==> config.mk <==
export PLATFORM = sky130hd
export DESIGN_NAME = display_timings_gen
export DESIGN_NICKNAME = d
export VERILOG_FILES = /design/src/rtl/display_timings_gen.sv
export SDC_FILE = /design/constraint.sdc
export NUM_CORES = 1
export LEC_CHECK = 0
export CORE_MARGIN = 4
export CORE_UTILIZATION = 52
export CTS_BUF_LIST = sky130_fd_sc_hd__clkbuf_8 sky130_fd_sc_hd__clkbuf_16
export DETAILED_ROUTE_END_ITERATION = 10
export GPL_TIMING_DRIVEN = 0
export HOLD_SLACK_MARGIN = 0.12
export PLACE_DENSITY = 0.89
export SKIP_CTS_REPAIR_TIMING = 1
export SYNTH_ARGS = -nofsm -noshare
export SYNTH_HDL_FRONTEND = slang
export SYNTH_SLANG_ARGS = --single-unit
==> constraint.sdc <==
create_clock -name video_clk_pix -period 3.3 [get_ports video_clk_pix]
set_clock_uncertainty 0.2 [all_clocks]
set_input_delay 0.33 -clock video_clk_pix [delete_from_list [all_inputs] [get_ports video_clk_pix]]
set_output_delay 0.33 -clock video_clk_pix [all_outputs]
set_load 0.05 [all_outputs]
==> src/rtl/display_timings_gen.sv <==
// Pixel-clock raster timing: signed sx/sy counters with registered, zero-skew sync/enable/strobes.
// Optional frame_count output is enabled by defining DISPLAY_TIMINGS_FRAME_COUNT_EN.
`timescale 1ns/1ps
module display_timings_gen #(
  parameter int COORDSPC = 16,
  parameter int H_RES    = 640,
  parameter int H_FP     = 16,
  parameter int H_SYNC   = 96,
  parameter int H_BP     = 48,
  parameter int V_RES    = 480,
  parameter int V_FP     = 10,
  parameter int V_SYNC   = 2,
  parameter int V_BP     = 33,
  parameter bit H_POL    = 1'b0,
  parameter bit V_POL    = 1'b0
) (
  input  logic                       video_clk_pix,
  input  logic                       rst_pix,
  output logic signed [COORDSPC-1:0] sx,
  output logic signed [COORDSPC-1:0] sy,
  output logic                       hsync,
  output logic                       vsync,
  output logic                       video_enable,
  output logic                       frame_start,
  output logic                       line_start
`ifdef DISPLAY_TIMINGS_FRAME_COUNT_EN
  ,
  output logic [15:0]                frame_count
`endif
);

  localparam int H_STA_I = -(H_FP + H_SYNC + H_BP);
  localparam int H_END_I = H_RES - 1;
  localparam int V_STA_I = -(V_FP + V_SYNC + V_BP);
  localparam int V_END_I = V_RES - 1;
  localparam longint C_MIN = -(longint'(1) << (COORDSPC - 1));
  localparam longint C_MAX = (longint'(1) << (COORDSPC - 1)) - 1;

  if (H_STA_I < C_MIN || H_END_I > C_MAX || V_STA_I < C_MIN || V_END_I > C_MAX) begin : g_width_chk
    $error("display_timings_gen: COORDSPC too narrow for the configured timing range");
  end

  localparam logic signed [COORDSPC-1:0] H_STA  = COORDSPC'(H_STA_I);
  localparam logic signed [COORDSPC-1:0] H_END  = COORDSPC'(H_END_I);
  localparam logic signed [COORDSPC-1:0] V_STA  = COORDSPC'(V_STA_I);
  localparam logic signed [COORDSPC-1:0] V_END  = COORDSPC'(V_END_I);
  localparam logic signed [COORDSPC-1:0] HS_BEG = COORDSPC'(H_STA_I + H_FP);
  localparam logic signed [COORDSPC-1:0] HS_END = COORDSPC'(H_STA_I + H_FP + H_SYNC - 1);
  localparam logic signed [COORDSPC-1:0] VS_BEG = COORDSPC'(V_STA_I + V_FP);
  localparam logic signed [COORDSPC-1:0] VS_END = COORDSPC'(V_STA_I + V_FP + V_SYNC - 1);
  localparam logic signed [COORDSPC-1:0] ZERO   = COORDSPC'(0);
  localparam logic signed [COORDSPC-1:0] ONE    = COORDSPC'(1);

  // Cleared by reset so the first cycle after release presents (H_STA, V_STA) before counting.
  logic                       running;
  logic signed [COORDSPC-1:0] sx_nxt;
  logic signed [COORDSPC-1:0] sy_nxt;

  always_comb begin
    sx_nxt = sx;
    sy_nxt = sy;
    if (running) begin
      if (sx == H_END) begin
        sx_nxt = H_STA;
        sy_nxt = (sy == V_END) ? V_STA : sy + ONE;
      end else begin
        sx_nxt = sx + ONE;
      end
    end
  end

  // Decodes use the next coordinates so every flag lands in the same cycle as its sx/sy.
  always_ff @(posedge video_clk_pix) begin
    if (rst_pix) begin
      running      <= 1'b0;
      sx           <= H_STA;
      sy           <= V_STA;
      hsync        <= ~H_POL;
      vsync        <= ~V_POL;
      video_enable <= 1'b0;
      line_start   <= 1'b0;
      frame_start  <= 1'b0;
    end else begin
      running      <= 1'b1;
      sx           <= sx_nxt;
      sy           <= sy_nxt;
      hsync        <= (sx_nxt >= HS_BEG && sx_nxt <= HS_END) ? H_POL : ~H_POL;
      vsync        <= (sy_nxt >= VS_BEG && sy_nxt <= VS_END) ? V_POL : ~V_POL;
      video_enable <= (sx_nxt >= ZERO) && (sy_nxt >= ZERO);
      line_start   <= (sx_nxt == H_STA);
      frame_start  <= (sx_nxt == H_STA) && (sy_nxt == V_STA);
    end
  end

`ifdef DISPLAY_TIMINGS_FRAME_COUNT_EN
  always_ff @(posedge video_clk_pix) begin
    if (rst_pix) begin
      frame_count <= 16'd0;
    end else if (frame_start) begin
      frame_count <= frame_count + 16'd1;
    end
  end
`endif

endmodule
==> run metrics <==
CTS tree done; vias in the first global route 2,015; worst vdd ir 0.0002623 V; Synth area leaders dfxtp_1 35%, nand2_1 6.3%, xnor2_1 5.7%; Pins Over Slew Limit 0; register area share after synthesis 0.3527; DP Cell Count around 360; Die ar. 5242 um2; CP Capture Type flop; top-area cell type share of the netlist area 0.3527; PwrDens 322.8 nW/um2; DRT iter0 DRCs ~210; share of flip-flops with an asynchronous set or reset 0; Max Buffers Root-to-Sink 2; Clock Root Buffer clkbuf_8; Non-Filler Instances approximately 370; Most used DFF post-synth dfxtp_1; average size of a mapped cell 7.989 um2; FP Rows 23; Distinct cells, synth 49; Critical Path RT 3.27 ns; starting density of the core 0.5393; routed len/inst 16.13 um; Slowest Stage Delay on Critical Path between 0.5 and 0.6 ns; Final Hold Fails 0; DRC 0; first-pass GRT wire length 9811 um; Placer Congestion 0.8999; Layout area overhead 26.04%; Max-slew headroom 0.6581; largest family of logic cells by synthesized area simple AND/OR/NAND/NOR gates; Nets 318; Synth Area in XOR/XNOR 0.08527; Worst path top cell family by delay simple AND/OR/NAND/NOR gates; Final period util 0.9796; cells along the critical path or4_4, or4_4, buf_6, nor3_2, mux2_2, nor4bb_4, nand4_1, nand4b_1; multiplexer share of the synthesized area 0.01914; critical path's most frequent cell or4_4; CTS clk-pin slew, worst paths 0.08 ns; leading area contributor after synthesis dfxtp_1; Syn Std Cell Area ~2200 um2; Fmax 309.3 MHz; Final Instance Area 2719 um2; Fill cells 340; synthesized instance count between 200 and 300; most frequent cells in the layout 38 x dfxtp_1, 38 x clkdlybuf4s50_1, 35 x nand2_1, 23 x nor2_1, 17 x nand3_1; Synthesis Warnings 0; Post-synth EDFFs 0; TritonCTS buffer count 5; DP HPWL 4244 um; die width 72.41 um; CP Class reg -> reg; clock latency on the worst-skew pair approximately 0.30 ns; RSZ-0062 raised after global routing yes; leak pwr 1.049 nW; final setup vio count 0; max cap viols 0; Top Ports 39; antenna violations before repair 0; TritonRoute pass-1 iters 4; Design Power 0.0008777 W; Via density 5.981; Post-Route WL 5886 um; compound-gate portion of the synthesized area 0.1230; status completed; Core Footprint 4000 um2; critical path fanouts, max 9; CP Launch Type flop; total global-route track usage 0.2364; Slew @ Worst Pin 0.5113 ns; # diodes 0; layout cell share with drive strength beyond 1 0.09206; grt ovf 0; Max stage delay cell, worst path or4_4; clk sink count 38; Syn Nets 274; Final ANT Viol Nets 0; critical path arrival around 3.2 ns; DR vias 2,183; Synth Area in Adders 0.01160; H-tree depth 2; HP Class reg -> reg; largest net degree at the start of global routing 12; Die Y around 72 um; Port Buffers 38; Synth Area in Simple Gates 0.3695; dpl cell area roughly 2600 um2; FF+latch count, synth 38; crit path time final 3.233 ns; Buf/Inv on CP 1
==> stage by stage <==
stage | utilization | TNS, ns | hold WS, ns | setup WS [ns]
floorplan | - | 0 | 0.2109 | 0.007265
global placement | 0.6500 | -0.2284 | 0.3382 | -0.1554
detailed placement | 0.6500 | -0.2767 | 0.3588 | -0.1871
CTS | 0.6728 | -0.3562 | 0.3779 | -0.2210
global route | 0.6797 | -0.05588 | 0.4023 | -0.05588
finish | 0.6797 | 0 | 0.3730 | 0.06734
==> synth_stat cells (6+ instances only) <==
library cell	number
dfxtp_1	38
nor4_1	6
clkbuf_1	11
o21ai_0	9
nand4_1	12
xor2_1	7
nand3_1	17
nand2_1	36
nor2_1	24
inv_1	6
xnor2_1	14
nor3_1	10
and3_1	7
a21oi_1	11
==> area by class of cell <==
type	instances	area [um2]	area share
repair buffers	38	380.4	0.1399
clock buffers	6	82.58	0.03037
flip-flops and latches	38	760.7	0.2798
multi-input cells	212	1343	0.4938
well taps	50	62.56	0.02301
clock inverters	2	8.758	0.003221
plain buffers	13	58.81	0.02163
inverters	6	22.52	0.008283
==> tightest hold or removal path, cell delays in order, from the launching register on <==
cell	delay, ns
dfxtp_1	0.36
xnor2_1	0.14
nand2_1	0.05
==> cell families after synthesis <==
logic type,after synthesis
AOI/OAI and AO/OA,42
xor gates and xnor gates,21
adders and majority gates,2
buffers and inverters,20
DFF,38
muxes,4
and+or+nand+nor,143
==> power breakdown <==
group / leakage (nW) / switching, W / internal (W)
sequential: 0.308 / 0.00000592 / 0.000465
clock: 0.0524 / 0.000175 / 0.000166
combinational: 0.689 / 0.0000430 / 0.0000240
==> state kept, by name, indices dropped and copies added (netlist names) <==
| register | count |
|---|---|
| frame_start | 1 |
| hsync | 1 |
| line_start | 1 |
| running | 1 |
| sx | 16 |
| sy | 16 |
| video_enable | 1 |
| vsync | 1 |
==> routing by layer <==
metal	vias up	routed length, um	GRT usage
met1	1021	2566	0.3051
met5	-	0	0
met2	79	2878	0.3984
met4	0	106	0.07787
met3	15	335	0.04294
li1	1068	-	-
==> worst paths after layout <==
path                            startpoint  endpoint  slack [ns]  cells after the start
worst min-delay path                sy[14]    sy[14]        0.37                      2
worst max-delay path                sx[12]     vsync        0.07                      8
worst max register to register      sx[12]     vsync        0.07                      8
worst min register to register      sy[14]    sy[14]        0.37                      2
(Power assumes the default switching activity.)
